[config.mk]
export PLATFORM = sky130hd
export DESIGN_NAME = pipeline_hazard_control
export DESIGN_NICKNAME = d
export VERILOG_FILES = /design/src/rtl/hazard_pkg.sv /design/src/rtl/hazard_stat_counter.sv /design/src/rtl/pipeline_hazard_control.sv
export SDC_FILE = /design/constraint.sdc
export NUM_CORES = 1
export LEC_CHECK = 0
export ABC_AREA = 1
export BUFFER_PORTS_ARGS = -buffer_cell sky130_fd_sc_hd__buf_2
export CAP_MARGIN = 5
export CORE_MARGIN = 2
export CORE_UTILIZATION = 40
export CTS_BUF_LIST = sky130_fd_sc_hd__clkbuf_8
export CTS_CLUSTER_SIZE = 40
export DETAILED_ROUTE_END_ITERATION = 7
export PLACE_DENSITY_LB_ADDON = 0.2
export SLEW_MARGIN = 15
export SYNTH_ARGS = -nofsm -noshare
export SYNTH_HDL_FRONTEND = slang
export SYNTH_SLANG_ARGS = --single-unit
[constraint.sdc]
create_clock -name clock -period 1.9 [get_ports clock]
set_clock_uncertainty 0.15 [all_clocks]
set_input_delay 0.475 -clock clock [delete_from_list [all_inputs] [get_ports clock]]
set_output_delay 0.475 -clock clock [all_outputs]
set_load 0.005 [all_outputs]
[src/rtl/hazard_pkg.sv]
// Shared constants for the pipeline hazard controller: multi-cycle ALU
// function codes, FSM state encoding and the statistics counter width.
package hazard_pkg;

  localparam logic [5:0] FUNCT_MULT  = 6'b011000;
  localparam logic [5:0] FUNCT_MULTU = 6'b011001;
  localparam logic [5:0] FUNCT_DIV   = 6'b011010;
  localparam logic [5:0] FUNCT_DIVU  = 6'b011011;

  typedef enum logic {
    ST_RUN   = 1'b0,
    ST_MULTI = 1'b1
  } state_t;

  localparam int STAT_W = 16;

endpackage

[src/rtl/hazard_stat_counter.sv]
// Saturating event counter with asynchronous active-low reset; used for the
// optional hazard statistics.
module hazard_stat_counter
  import hazard_pkg::*;
#(
  parameter int W = STAT_W
) (
  input  logic         i_clk,
  input  logic         i_rst_n,
  input  logic         i_inc,
  output logic [W-1:0] o_count
);

  logic [W-1:0] r_count;

  always_ff @(posedge i_clk or negedge i_rst_n) begin
    if (!i_rst_n) begin
      r_count <= '0;
    end else if (i_inc && (r_count != {W{1'b1}})) begin
      r_count <= r_count + 1'b1;
    end
  end

  assign o_count = r_count;

endmodule

[src/rtl/pipeline_hazard_control.sv]
// Stall/flush sequencer for the 5-stage pipeline: load-use stalls, multi-cycle
// EX holds and branch flushes. Optional statistics under HAZARD_STATS_EN.
module pipeline_hazard_control
  import hazard_pkg::*;
#(
  parameter int REG_ADDR_W    = 5,
  parameter int FUNCT_W       = 6,
  parameter int MULTI_LATENCY = 4
) (
  input  logic                  clock,
  input  logic                  reset_n,
  input  logic [REG_ADDR_W-1:0] ID_Rs,
  input  logic [REG_ADDR_W-1:0] ID_Rt,
  input  logic                  ID_Uses_Rt,
  input  logic [REG_ADDR_W-1:0] EX_Rt,
  input  logic                  EX_MemRead,
  input  logic                  EX_Valid,
  input  logic [FUNCT_W-1:0]    EX_Function_ULA,
  input  logic                  Branch_Taken,
  output logic                  PC_Write,
  output logic                  IF_ID_Write,
  output logic                  IF_ID_Clear,
  output logic                  ID_EX_Write,
  output logic                  ID_EX_Clear,
  output logic                  Busy,
  output logic [STAT_W-1:0]     Stall_Cycles,
  output logic [STAT_W-1:0]     Flush_Count
);

  // The detect cycle itself is one stalled cycle, so the counter covers the rest.
  localparam logic [3:0] CNT_LOAD = 4'(MULTI_LATENCY - 2);

  state_t     r_state;
  state_t     w_state_next;
  logic [3:0] r_cnt;
  logic [3:0] w_cnt_next;

  logic w_hold;
  logic w_is_multi_fn;
  logic w_multi_detect;
  logic w_load_use;

  assign w_hold = (r_state == ST_MULTI) && (r_cnt != 4'd0);

  assign w_is_multi_fn = (EX_Function_ULA == FUNCT_W'(FUNCT_MULT))  ||
                         (EX_Function_ULA == FUNCT_W'(FUNCT_MULTU)) ||
                         (EX_Function_ULA == FUNCT_W'(FUNCT_DIV))   ||
                         (EX_Function_ULA == FUNCT_W'(FUNCT_DIVU));

  assign w_multi_detect = (r_state == ST_RUN) && EX_Valid && w_is_multi_fn && !Branch_Taken;

  assign w_load_use = EX_Valid && EX_MemRead && (EX_Rt != '0) &&
                      ((EX_Rt == ID_Rs) || (ID_Uses_Rt && (EX_Rt == ID_Rt)));

  always_ff @(posedge clock or negedge reset_n) begin
    if (!reset_n) begin
      r_state <= ST_RUN;
      r_cnt   <= 4'd0;
    end else begin
      r_state <= w_state_next;
      r_cnt   <= w_cnt_next;
    end
  end

  always_comb begin
    w_state_next = r_state;
    w_cnt_next   = r_cnt;
    case (r_state)
      ST_RUN: begin
        if (w_multi_detect) begin
          w_state_next = ST_MULTI;
          w_cnt_next   = CNT_LOAD;
        end
      end
      ST_MULTI: begin
        if (r_cnt != 4'd0) begin
          w_cnt_next = r_cnt - 4'd1;
        end else begin
          w_state_next = ST_RUN;
        end
      end
      default: begin
        w_state_next = ST_RUN;
        w_cnt_next   = 4'd0;
      end
    endcase
  end

  // Reset is folded in so the pipeline registers are cleared while reset_n is low.
  always_comb begin
    PC_Write    = 1'b1;
    IF_ID_Write = 1'b1;
    IF_ID_Clear = 1'b0;
    ID_EX_Write = 1'b1;
    ID_EX_Clear = 1'b0;
    Busy        = 1'b0;
    if (!reset_n) begin
      PC_Write    = 1'b0;
      IF_ID_Write = 1'b0;
      ID_EX_Write = 1'b0;
      IF_ID_Clear = 1'b1;
      ID_EX_Clear = 1'b1;
    end else if (w_hold || w_multi_detect) begin
      PC_Write    = 1'b0;
      IF_ID_Write = 1'b0;
      ID_EX_Write = 1'b0;
      Busy        = 1'b1;
    end else if (Branch_Taken) begin
      IF_ID_Clear = 1'b1;
      ID_EX_Clear = 1'b1;
    end else if (w_load_use) begin
      PC_Write    = 1'b0;
      IF_ID_Write = 1'b0;
      ID_EX_Clear = 1'b1;
    end
  end

`ifdef HAZARD_STATS_EN
  logic w_stall_inc;
  logic w_flush_inc;

  assign w_stall_inc = reset_n && !PC_Write;
  assign w_flush_inc = reset_n && Branch_Taken && !w_hold;

  hazard_stat_counter #(.W(STAT_W)) u_stall_cnt (
    .i_clk   (clock),
    .i_rst_n (reset_n),
    .i_inc   (w_stall_inc),
    .o_count (Stall_Cycles)
  );

  hazard_stat_counter #(.W(STAT_W)) u_flush_cnt (
    .i_clk   (clock),
    .i_rst_n (reset_n),
    .i_inc   (w_flush_inc),
    .o_count (Flush_Count)
  );
`else
  assign Stall_Cycles = '0;
  assign Flush_Count  = '0;
`endif

endmodule

==> results of run 1 <==
-- logic make-up after synthesis --
kind of cell,after synthesis
xor+xnor,1
other cells,1
simple gates,55
flops,5
buf+inv,59
compound gates,7
fa+ha+maj,1
-- repair_timing --
action / in CTS / in global routing
hold endpoints to repair: 0 / 5
buffers inserted: 3 / 3
pin swaps: 3 / 7
setup endpoints to repair: 6 / 6
gates resized for setup: 1 / 5
hold buffers: 0 / 1
-- state kept, by name, summed over array words and instances, names as in the netlist --
| name | count |
|---|---|
| r_cnt | 4 |
| r_state | 1 |
-- layer usage --
layer  track usage  vias to the layer above  wire length (µm)
li1              -                      412                 -
met1         0.161                      325               619
met2         0.221                       41               706
met3        0.0521                        0               151
met4        0.0143                        0                 0
met5             0                        -                 0
-- cell usage in the layout (no fill, tap or decap) --
| master | n |
|---|---|
| sky130_fd_sc_hd__a21oi_1 | 3 |
| sky130_fd_sc_hd__a22oi_1 | 1 |
| sky130_fd_sc_hd__buf_2 | 30 |
| sky130_fd_sc_hd__buf_4 | 14 |
| sky130_fd_sc_hd__clkbuf_8 | 3 |
| sky130_fd_sc_hd__clkinv_1 | 1 |
| sky130_fd_sc_hd__conb_1 | 32 |
| sky130_fd_sc_hd__dfrtp_1 | 5 |
| sky130_fd_sc_hd__dlygate4sd3_1 | 1 |
| sky130_fd_sc_hd__ha_4 | 1 |
| sky130_fd_sc_hd__inv_1 | 14 |
| sky130_fd_sc_hd__inv_2 | 11 |
| sky130_fd_sc_hd__inv_4 | 1 |
| sky130_fd_sc_hd__nand2_1 | 31 |
| sky130_fd_sc_hd__nand2_4 | 1 |
| sky130_fd_sc_hd__nand3_1 | 5 |
| sky130_fd_sc_hd__nand3_4 | 1 |
| sky130_fd_sc_hd__nand3b_1 | 2 |
| sky130_fd_sc_hd__nand4_1 | 1 |
| sky130_fd_sc_hd__nor2_1 | 8 |
| sky130_fd_sc_hd__nor2_2 | 2 |
| sky130_fd_sc_hd__nor2_4 | 2 |
| sky130_fd_sc_hd__nor2_8 | 1 |
| sky130_fd_sc_hd__nor3_1 | 1 |
| sky130_fd_sc_hd__o21ai_1 | 3 |
| sky130_fd_sc_hd__xnor2_1 | 1 |
-- synth_stat cells --
library cell	instances	area, µm²
sky130_fd_sc_hd__xnor2_1	1	8.76
sky130_fd_sc_hd__inv_1	16	60.1
sky130_fd_sc_hd__nand3_1	5	25.0
sky130_fd_sc_hd__nor2_4	2	22.5
sky130_fd_sc_hd__nor2_8	1	20.0
sky130_fd_sc_hd__nand3b_1	2	15.0
sky130_fd_sc_hd__nand3_2	1	10.0
sky130_fd_sc_hd__nand2_4	1	11.3
sky130_fd_sc_hd__a21oi_1	3	15.0
sky130_fd_sc_hd__nor2_1	10	37.5
sky130_fd_sc_hd__dfrtp_1	5	125
sky130_fd_sc_hd__ha_1	1	12.5
sky130_fd_sc_hd__inv_2	8	30.0
sky130_fd_sc_hd__inv_4	1	6.26
sky130_fd_sc_hd__nand2_1	31	116
sky130_fd_sc_hd__nor3_1	1	5.00
sky130_fd_sc_hd__nand4_1	1	6.26
sky130_fd_sc_hd__o21ai_1	3	15.0
sky130_fd_sc_hd__clkinv_1	1	3.75
sky130_fd_sc_hd__conb_1	1	3.75
sky130_fd_sc_hd__a22oi_1	1	7.51
sky130_fd_sc_hd__buf_4	33	248
-- through the flow --
stage	setup TNS (ns)	instances	setup WS, ns	hold WS [ns]
floorplan	0	160	0.0154	0.0294
global placement	-0.234	192	-0.101	0.228
detailed placement	-0.288	192	-0.116	0.231
CTS	-0.985	199	-0.222	0.000327
global route	-1.30	203	-0.264	0.392
finish	-0.800	203	-0.176	0.373
-- critical path, stage by stage (launching register included) --
cell,delay [ns]
sky130_fd_sc_hd__dfrtp_1,0.39
sky130_fd_sc_hd__inv_2,0.08
sky130_fd_sc_hd__ha_4,0.14
sky130_fd_sc_hd__nand3_4,0.07
sky130_fd_sc_hd__nand2_4,0.08
sky130_fd_sc_hd__inv_4,0.05
sky130_fd_sc_hd__nor2_8,0.09
sky130_fd_sc_hd__inv_2,0.06
sky130_fd_sc_hd__nor2_4,0.07
sky130_fd_sc_hd__nand2_1,0.06
sky130_fd_sc_hd__inv_2,0.04
sky130_fd_sc_hd__buf_2,0.10
-- layout make-up --
| class | count | area, µm² |
|---|---|---|
| clock buffers | 3 | 41.3 |
| clock inverters | 1 | 3.75 |
| fillers | 208 | 880 |
| inverters | 26 | 100 |
| multi-input cells | 96 | 473 |
| flip-flops and latches | 5 | 125 |
| well taps | 27 | 33.8 |
| repair buffers | 45 | 265 |
-- worst paths after layout --
path                          start          end
max                        r_cnt[0]  IF_ID_Write
min                        r_cnt[2]     r_cnt[2]
max reg2reg                r_cnt[0]     r_cnt[3]
min reg2reg                r_cnt[2]     r_cnt[2]
max in group asynchronous   reset_n     r_cnt[1]
min in group asynchronous   reset_n      r_state
-- where the power goes --
part | switching, mW | leakage [nW] | internal, mW | total [mW]
logic | 0.240 | 0.570 | 0.249 | 0.489
clock network | 0.0539 | 0.0269 | 0.139 | 0.193
registers | 0.0363 | 0.0616 | 0.155 | 0.192
==> flow_results.xml, run 1 <==
<?xml version="1.0" encoding="UTF-8"?>
<metrics>
  <group name="status">
    <metric name="run_status" unit="">complete, but fails checks</metric>
    <metric name="violations" unit="">setup timing</metric>
  </group>
  <group name="timing">
    <metric name="report.final.slew_viol_count" unit="">0</metric>
    <metric name="final_hold_viol_count" unit="">0</metric>
    <metric name="unrepaired_setup_endpoints_after_global_routing" unit="">yes</metric>
    <metric name="max_clock_freq" unit="MHz">482</metric>
    <metric name="final-setup-viol-count" unit="">6</metric>
    <metric name="timing.final.crit_period" unit="ns">2.08</metric>
    <metric name="fin_crit_sh" unit="">1.09</metric>
    <metric name="finalWorstSetupSlack" unit="ns">-0.176</metric>
  </group>
  <group name="place">
    <metric name="port_buffers" unit="">30</metric>
    <metric name="dp_hpwl" unit="mm">1.26</metric>
    <metric name="detailed_place.area" unit="µm²">920</metric>
    <metric name="gp_congestion" unit="">0.739</metric>
  </group>
  <group name="synth">
    <metric name="post_synth.cell_area_avg" unit="µm²">6.24</metric>
    <metric name="synth_cell_area" unit="µm²">805</metric>
    <metric name="count_of_mapped_cells_out_of_synthesis" unit="">129</metric>
    <metric name="synthSimpleGateAreaFrac" unit="">0.334</metric>
    <metric name="synth-seq-area-share" unit="">0.156</metric>
    <metric name="synth_xor_area_frac" unit="">0.0109</metric>
    <metric name="muxShareOfSynthArea" unit="">0</metric>
    <metric name="synth_compound_area_frac" unit="">0.0467</metric>
    <metric name="yosys.area_share.adder" unit="">0.0156</metric>
    <metric name="ys_ff_latch" unit="">5</metric>
    <metric name="main_combinational_cell_family_by_area_after_synthesis" unit="">buffers and inverters</metric>
    <metric name="ys_types" unit="">22</metric>
    <metric name="synth_warnings" unit="">0</metric>
  </group>
  <group name="hold_path">
    <metric name="timing.hold.worst.class" unit="">reg2reg</metric>
    <metric name="timing.hold.worst_path_depth" unit="">1</metric>
  </group>
  <group name="cells_and_area">
    <metric name="layout-drive-gt1-share" unit="">0.381</metric>
    <metric name="area_delta_synth_final" unit="%">29.5</metric>
    <metric name="design.final.nets" unit="">205</metric>
    <metric name="summed_area_of_non_filler_cells_in_the_final_layout" unit="µm²">1040</metric>
    <metric name="layout.core_utilization" unit="">0.542</metric>
    <metric name="antenna_fix_cells" unit="">0</metric>
  </group>
  <group name="floorplan">
    <metric name="design.core.area" unit="µm²">1920</metric>
    <metric name="placementRows" unit="">16</metric>
    <metric name="design.die.area" unit="µm²">2390</metric>
    <metric name="floorplan.die.height" unit="µm">48.8</metric>
    <metric name="io-pin-count" unit="">65</metric>
    <metric name="initial_utilization" unit="">0.419</metric>
    <metric name="die_width" unit="µm">48.8</metric>
  </group>
  <group name="clock_network">
    <metric name="clkTransAtPathRegs" unit="ns">0.04</metric>
    <metric name="cts.root.buffer_cell" unit="">sky130_fd_sc_hd__clkbuf_8</metric>
    <metric name="clock_latency" unit="ns">0.22</metric>
    <metric name="numCtsBuffers" unit="">3</metric>
    <metric name="clock_tree_from_tritoncts" unit="">built</metric>
    <metric name="clock_sink_count" unit="">5</metric>
    <metric name="cts_max_path_buffers" unit="">2</metric>
    <metric name="htree_levels" unit="">1</metric>
  </group>
  <group name="route">
    <metric name="postRouteWirelength" unit="mm">1.48</metric>
    <metric name="drc" unit="">0</metric>
    <metric name="vias_after_detailed_routing" unit="">778</metric>
    <metric name="drt-vias-per-instance" unit="">3.83</metric>
    <metric name="first_pass_iters" unit="">4</metric>
    <metric name="count_of_antenna_violating_nets_left_after_detailed_routing" unit="">0</metric>
    <metric name="drt_iter0_markers" unit="">9</metric>
    <metric name="detailed_route_wire_length_per_cell" unit="µm">7.28</metric>
  </group>
  <group name="global_route">
    <metric name="global_route_wire_length_before_repair" unit="mm">2.50</metric>
    <metric name="aggregate_global_route_resource_usage" unit="">0.131</metric>
    <metric name="grt_antenna_before_repair" unit="">0</metric>
    <metric name="vias_in_the_first_global_route" unit="">655</metric>
    <metric name="grt_remaining_overflow" unit="">0</metric>
    <metric name="grt_max_degree" unit="">6</metric>
  </group>
  <group name="setup_path">
    <metric name="critPathLaunchType" unit="">flip-flop</metric>
    <metric name="ff2ff_path_depth" unit="">10</metric>
    <metric name="critPathRequiredTime" unit="ns">1.27</metric>
    <metric name="reg2reg_slack" unit="ns">0.39</metric>
    <metric name="cp_data_arrival_time" unit="ns">1.45</metric>
    <metric name="worstSetupPathType" unit="">reg2out</metric>
    <metric name="setup.worst_path.end_class" unit="">primary output</metric>
    <metric name="max_fo_critical_path" unit="">4</metric>
  </group>
  <group name="power">
    <metric name="power.ir.vdd_worst" unit="µV">630</metric>
    <metric name="cellPowerDensity" unit="nW/µm²">837</metric>
    <metric name="power.leakage" unit="nW">0.658</metric>
    <metric name="pwr_total" unit="µW">873</metric>
  </group>
  <group name="run">
    <metric name="max_cap_viol_count" unit="">0</metric>
  </group>
</metrics>
Power figures use the tool's default switching activity.
==> inputs of run 2 (changes only) <==
==> constraint.sdc (replaced) <==
create_clock -name clock -period 1.9 [get_ports clock]
set_clock_uncertainty 0.15 [all_clocks]
set_input_delay 0.19 -clock clock [delete_from_list [all_inputs] [get_ports clock]]
set_output_delay 0.19 -clock clock [all_outputs]
set_load 0.005 [all_outputs]
==> run 2 against run 1 <==
Effect of this change: the run now ends clean; sequential power about the same; clock power about the same; combinational power shrank 16%; count of clock-buffer cells in the layout unchanged; worst hold slack got worse by 0.21 ns; global-route usage down 0.46 points; first-iteration DRC count down 67%; flip-flop and latch count unchanged; core utilization down 3.8 points; die area did not move; critical path type unchanged; largest cell class unchanged; highest routed layer is now met4.
==> flow_results.xml, run 2 (same netlist as run 1, synthesis figures left out) <==
<?xml version="1.0" encoding="UTF-8"?>
<metrics>
  <group name="status">
    <metric name="run_status" unit="">finished clean</metric>
  </group>
  <group name="floorplan">
    <metric name="design.die.area" unit="µm²">2390</metric>
    <metric name="placementRows" unit="">16</metric>
    <metric name="io-pin-count" unit="">65</metric>
    <metric name="die_width" unit="µm">48.8</metric>
    <metric name="initial_utilization" unit="">0.419</metric>
    <metric name="floorplan.die.height" unit="µm">48.8</metric>
    <metric name="design.core.area" unit="µm²">1920</metric>
  </group>
  <group name="place">
    <metric name="gp_congestion" unit="">0.756</metric>
    <metric name="port_buffers" unit="">30</metric>
    <metric name="dp_hpwl" unit="mm">1.26</metric>
  </group>
  <group name="setup_path">
    <metric name="critPathLaunchType" unit="">flip-flop</metric>
    <metric name="critPathRequiredTime" unit="ns">1.56</metric>
    <metric name="cp_data_arrival_time" unit="ns">1.48</metric>
    <metric name="critical_path.slowest_cell" unit="">sky130_fd_sc_hd__dfrtp_1</metric>
    <metric name="reg2reg_slack" unit="ns">0.51</metric>
    <metric name="crit_top_cell" unit="">sky130_fd_sc_hd__inv_2</metric>
    <metric name="max_fo_critical_path" unit="">5</metric>
    <metric name="worstSetupPathType" unit="">reg2out</metric>
    <metric name="setup.worst_path.end_class" unit="">primary output</metric>
    <metric name="worst_path_largest_cell_delay" unit="ns">0.39</metric>
    <metric name="cp_cell_sequence" unit="">inv_2, ha_4, nand3_4, nand2_4, inv_4, nor2_8, inv_2, nor2_4, nand2_1, inv_1, buf_2</metric>
  </group>
  <group name="clock_network">
    <metric name="clkTransAtPathRegs" unit="ns">0.04</metric>
    <metric name="clock_latency" unit="ns">0.22</metric>
    <metric name="cts_max_path_buffers" unit="">2</metric>
    <metric name="cts.root.buffer_cell" unit="">sky130_fd_sc_hd__clkbuf_8</metric>
    <metric name="clock_sink_count" unit="">5</metric>
    <metric name="htree_levels" unit="">1</metric>
    <metric name="numCtsBuffers" unit="">3</metric>
    <metric name="clock_tree_from_tritoncts" unit="">built</metric>
  </group>
  <group name="global_route">
    <metric name="grt_remaining_overflow" unit="">0</metric>
    <metric name="grt_antenna_before_repair" unit="">0</metric>
    <metric name="global_route_wire_length_before_repair" unit="mm">2.38</metric>
    <metric name="vias_in_the_first_global_route" unit="">649</metric>
    <metric name="grt_max_degree" unit="">7</metric>
    <metric name="aggregate_global_route_resource_usage" unit="">0.126</metric>
  </group>
  <group name="cells_and_area">
    <metric name="leading_cell_type_in_the_layout_fill_and_taps_excluded" unit="">sky130_fd_sc_hd__conb_1</metric>
    <metric name="area.sequential" unit="µm²">125</metric>
    <metric name="largest_reg_flops" unit="">4</metric>
    <metric name="layout-drive-gt1-share" unit="">0.329</metric>
    <metric name="antenna_fix_cells" unit="">0</metric>
    <metric name="layout_top_registers" unit="">r_cnt: 4 flops, r_state: 1 flops</metric>
    <metric name="design.final.nets" unit="">196</metric>
    <metric name="area_delta_synth_final" unit="%">20.5</metric>
    <metric name="multi_input_area" unit="µm²">468</metric>
    <metric name="layout.filler_cells" unit="">208</metric>
    <metric name="largest_register" unit="">r_cnt</metric>
    <metric name="mostFrequentLayoutCells" unit="">sky130_fd_sc_hd__conb_1 (32), sky130_fd_sc_hd__nand2_1 (31), sky130_fd_sc_hd__buf_2 (30), sky130_fd_sc_hd__inv_1 (15)</metric>
  </group>
  <group name="hold_path">
    <metric name="timing.hold.worst.class" unit="">in2async</metric>
  </group>
  <group name="timing">
    <metric name="hold_slack" unit="ns">0.165</metric>
    <metric name="unrepaired_setup_endpoints_after_global_routing" unit="">yes</metric>
    <metric name="final_hold_viol_count" unit="">0</metric>
    <metric name="final-setup-viol-count" unit="">0</metric>
    <metric name="max_clock_freq" unit="MHz">549</metric>
    <metric name="timing.final.crit_period" unit="ns">1.82</metric>
    <metric name="fin_crit_sh" unit="">0.959</metric>
    <metric name="report.final.slew_viol_count" unit="">0</metric>
  </group>
  <group name="run">
    <metric name="max_cap_viol_count" unit="">0</metric>
  </group>
  <group name="route">
    <metric name="drt_iter0_markers" unit="">3</metric>
    <metric name="drc" unit="">0</metric>
    <metric name="drt-vias-per-instance" unit="">3.77</metric>
    <metric name="count_of_antenna_violating_nets_left_after_detailed_routing" unit="">0</metric>
    <metric name="first_pass_iters" unit="">4</metric>
    <metric name="postRouteWirelength" unit="mm">1.44</metric>
    <metric name="detailed_route_wire_length_per_cell" unit="µm">7.42</metric>
    <metric name="vias_after_detailed_routing" unit="">731</metric>
  </group>
  <group name="power">
    <metric name="power.ir.vdd_worst" unit="µV">535</metric>
    <metric name="pwr_total" unit="µW">797</metric>
    <metric name="cellPowerDensity" unit="nW/µm²">822</metric>
    <metric name="power.leakage" unit="nW">0.616</metric>
  </group>
</metrics>
==> run 2: final cells by class <==
cell class,instances,area share
Multi-Input combinational cell,96,0.483
Timing Repair Buffer,36,0.204
Sequential cell,5,0.129
Inverter,26,0.103
Clock buffer,3,0.0426
Tap cell,27,0.0348
Clock inverter,1,0.00387
==> run 2: where the power goes <==
part           internal, mW  total [mW]  leakage, nW  switching [mW]
Combinational         0.193       0.413        0.528           0.220
Sequential            0.155       0.193       0.0616          0.0380
Clock                 0.139       0.191       0.0269          0.0524
==> run 2: timing repair <==
item | in CTS | in global routing
hold buffers | 1 | 0
pin swaps | 2 | 5
endpoints found under the setup margin | 2 | 2
resized for setup | 4 | 1
setup buffers | 3 | 2
hold endpoints to repair | 5 | 0
==> run 2: path summary, 6_finish.rpt <==
check / cells past startpoint / endpoint / startpoint
max: 11 / IF_ID_Write / r_cnt[0]
min: 2 / r_cnt[1] / reset_n
max reg2reg: 8 / r_cnt[2] / r_cnt[0]
min reg2reg: 1 / r_cnt[2] / r_cnt[2]
max in group asynchronous: 2 / r_cnt[3] / reset_n
min in group clock: 5 / r_state / EX_Function_ULA[5]
==> run 2: worst max-delay path: cells and delay by family, from the launching register on <==
family / cells / cell delay (ns)
flip-flops: 1 / 0.39
AND/OR/NAND/NOR: 5 / 0.37
buffers and inverters: 5 / 0.36
adder cells (fa/ha/maj): 1 / 0.15
==> run 2: per-layer routing <==
layer  up-vias  GRT usage  wire [µm]
met1       298      0.128        600
li1        394          -          -
met3         2     0.0276        141
met5         -          0          0
met2        37      0.242        677
met4         0     0.0571         21
==> run 2: stage by stage <==
step	std cells	instance area (µm²)	setup slack, ns	util	TNS (ns)
2_1_floorplan	160	921	0.257	-	0
5_1_grt	194	970	-0.0309	0.505	-0.0606
4_1_cts	192	947	0.00292	0.493	0
3_3_place_gp	184	857	0.207	0.446	0
6_report	194	970	0.0780	0.505	0
3_5_place_dp	184	857	0.156	0.446	0
==> inputs of run 3 (changes only) <==
Settings changed: CELL_PAD_IN_SITES_DETAIL_PLACEMENT from default to 1, CELL_PAD_IN_SITES_GLOBAL_PLACEMENT from default to 2, CORE_UTILIZATION 40 to 18, CTS_CLUSTER_DIAMETER from default to 200.
==> run 3 against run 2 <==
Effect of this change: core utilization is 27 points lower; routed wire length grew 39%; worst hold slack better by 0.021 ns; flip-flop and latch count did not move; via count up 8.8%; non-clock buffer count up 1; critical endpoint unchanged; largest power group unchanged; highest routed layer unchanged.
==> flow_results.xml, run 3 (same netlist as run 1, synthesis figures left out) <==
<?xml version="1.0" encoding="UTF-8"?>
<metrics>
  <group name="setup_path">
    <metric name="max_fo_critical_path" unit="">5</metric>
    <metric name="reg2reg_slack" unit="ns">0.49</metric>
    <metric name="worstSetupEndpoint" unit="">IF_ID_Write</metric>
    <metric name="timing.rr.start" unit="">r_cnt[0]</metric>
    <metric name="critPathLaunchType" unit="">flip-flop</metric>
    <metric name="cp_data_arrival_time" unit="ns">1.53</metric>
    <metric name="ff2ff_path_depth" unit="">8</metric>
    <metric name="worstReg2RegEnd" unit="">r_state</metric>
    <metric name="worstSetupPathType" unit="">reg2out</metric>
    <metric name="critPathRequiredTime" unit="ns">1.56</metric>
    <metric name="worst_setup_sp" unit="">r_cnt[0]</metric>
    <metric name="setup.worst_path.end_class" unit="">primary output</metric>
  </group>
  <group name="timing">
    <metric name="max_clock_freq" unit="MHz">536</metric>
    <metric name="unrepaired_setup_endpoints_after_global_routing" unit="">yes</metric>
    <metric name="final_hold_viol_count" unit="">0</metric>
    <metric name="final-setup-viol-count" unit="">0</metric>
    <metric name="report.final.slew_viol_count" unit="">0</metric>
    <metric name="timing.final.crit_period" unit="ns">1.87</metric>
    <metric name="fin_crit_sh" unit="">0.982</metric>
  </group>
  <group name="route">
    <metric name="drc" unit="">0</metric>
    <metric name="postRouteWirelength" unit="mm">2.01</metric>
    <metric name="vias_after_detailed_routing" unit="">795</metric>
    <metric name="drt_iter0_markers" unit="">7</metric>
    <metric name="detailed_route_wire_length_per_cell" unit="µm">9.13</metric>
    <metric name="first_pass_iters" unit="">4</metric>
    <metric name="count_of_antenna_violating_nets_left_after_detailed_routing" unit="">0</metric>
    <metric name="drt-vias-per-instance" unit="">3.61</metric>
  </group>
  <group name="cells_and_area">
    <metric name="layout_top_registers" unit="">r_cnt: 4 flops, r_state: 1 flops</metric>
    <metric name="mostFrequentLayoutCells" unit="">sky130_fd_sc_hd__conb_1 (32), sky130_fd_sc_hd__nand2_1 (30), sky130_fd_sc_hd__buf_2 (30), sky130_fd_sc_hd__inv_1 (14)</metric>
    <metric name="multi_input_area" unit="µm²">470</metric>
    <metric name="design.final.nets" unit="">197</metric>
    <metric name="largest_register" unit="">r_cnt</metric>
    <metric name="layout.filler_cells" unit="">579</metric>
    <metric name="area_delta_synth_final" unit="%">26.0</metric>
    <metric name="leading_cell_type_in_the_layout_fill_and_taps_excluded" unit="">sky130_fd_sc_hd__conb_1</metric>
    <metric name="largest_reg_flops" unit="">4</metric>
    <metric name="summed_area_of_non_filler_cells_in_the_final_layout" unit="µm²">1010</metric>
    <metric name="area.sequential" unit="µm²">125</metric>
    <metric name="layout.core_utilization" unit="">0.234</metric>
    <metric name="antenna_fix_cells" unit="">0</metric>
    <metric name="layout-drive-gt1-share" unit="">0.345</metric>
  </group>
  <group name="status">
    <metric name="run_status" unit="">finished clean</metric>
  </group>
  <group name="global_route">
    <metric name="grt_remaining_overflow" unit="">0</metric>
    <metric name="aggregate_global_route_resource_usage" unit="">0.0851</metric>
    <metric name="grt_antenna_before_repair" unit="">0</metric>
    <metric name="global_route_wire_length_before_repair" unit="mm">3.41</metric>
    <metric name="vias_in_the_first_global_route" unit="">807</metric>
    <metric name="grt_max_degree" unit="">7</metric>
  </group>
  <group name="hold_path">
    <metric name="timing.hold.worst.class" unit="">in2async</metric>
  </group>
  <group name="place">
    <metric name="detailed_place.area" unit="µm²">888</metric>
    <metric name="gp_congestion" unit="">0.760</metric>
    <metric name="dp_hpwl" unit="mm">1.79</metric>
    <metric name="port_buffers" unit="">30</metric>
  </group>
  <group name="clock_network">
    <metric name="clock_latency" unit="ns">0.22</metric>
    <metric name="numCtsBuffers" unit="">3</metric>
    <metric name="htree_levels" unit="">1</metric>
    <metric name="clock_sink_count" unit="">5</metric>
    <metric name="cts.root.buffer_cell" unit="">sky130_fd_sc_hd__clkbuf_8</metric>
    <metric name="clock_tree_from_tritoncts" unit="">built</metric>
    <metric name="cts_max_path_buffers" unit="">2</metric>
    <metric name="clkTransAtPathRegs" unit="ns">0.04</metric>
  </group>
  <group name="floorplan">
    <metric name="io-pin-count" unit="">65</metric>
    <metric name="initial_utilization" unit="">0.186</metric>
    <metric name="design.die.area" unit="µm²">5020</metric>
    <metric name="die_width" unit="µm">70.9</metric>
    <metric name="floorplan.die.height" unit="µm">70.9</metric>
    <metric name="design.core.area" unit="µm²">4320</metric>
    <metric name="placementRows" unit="">24</metric>
  </group>
  <group name="power">
    <metric name="cellPowerDensity" unit="nW/µm²">833</metric>
    <metric name="power.leakage" unit="nW">0.619</metric>
    <metric name="power.ir.vdd_worst" unit="µV">196</metric>
  </group>
  <group name="run">
    <metric name="max_cap_viol_count" unit="">0</metric>
  </group>
</metrics>
==> run 3: worst max-delay path, stage by stage (launching register included) <==
cell                      delay, ns
sky130_fd_sc_hd__dfrtp_1       0.39
sky130_fd_sc_hd__inv_2         0.08
sky130_fd_sc_hd__ha_4          0.15
sky130_fd_sc_hd__nand3_4       0.08
sky130_fd_sc_hd__nand2_4       0.08
sky130_fd_sc_hd__inv_4         0.05
sky130_fd_sc_hd__nor2_8        0.14
sky130_fd_sc_hd__inv_4         0.05
sky130_fd_sc_hd__nor2_4        0.08
sky130_fd_sc_hd__nand2_2       0.06
sky130_fd_sc_hd__inv_2         0.04
sky130_fd_sc_hd__buf_2         0.10
==> run 3: worst min-delay path by stage <==
| stage | startpoint | end |
|---|---|---|
| after floorplan | reset_n | r_cnt[0] |
| after global placement | reset_n | r_state |
| after detailed placement | reset_n | r_cnt[2] |
| after CTS | reset_n | r_cnt[0] |
| after global routing | reset_n | r_cnt[0] |
| final | reset_n | r_cnt[0] |
==> run 3: final cells by class <==
cell class / count / share of cell area
timing repair buffer: 37 / 0.202
clock inverter: 1 / 0.00370
inverter: 26 / 0.101
sequential: 5 / 0.123
multi-input combinational: 96 / 0.464
tap: 52 / 0.0642
clock buffer: 3 / 0.0407
==> run 3: power by group <==
part | switching [mW] | internal, mW
combinational | 0.237 | 0.221
clock | 0.0512 | 0.138
sequential | 0.0418 | 0.155
total | 0.330 | 0.514
==> run 3: per-layer routing <==
metal | global-route usage | up-vias | routed length [µm]
li1 | - | 393 | -
met1 | 0.0848 | 364 | 712
met2 | 0.166 | 36 | 1110
met3 | 0.0214 | 2 | 169
met4 | 0.0335 | 0 | 17
met5 | 0 | - | 0
==> run 3: through the flow <==
stage	power, mW	TNS (ns)	std cells	setup slack, ns	hold WS (ns)
floorplan	0.468	0	160	0.257	-0.256
global placement	0.506	0	209	0.174	-0.130
detailed placement	0.523	0	209	0.146	-0.128
CTS	0.797	0	218	0.0118	0.182
global route	0.923	-0.157	220	-0.0557	0.209
finish	0.844	0	220	0.0346	0.186
==> run 3: repair_timing <==
item	in CTS	in global routing
pin swaps	3	3
setup buffers	4	2
gates resized for setup	4	4
hold buffers	1	0
endpoints found under the setup margin	4	4
hold endpoints to repair	5	0
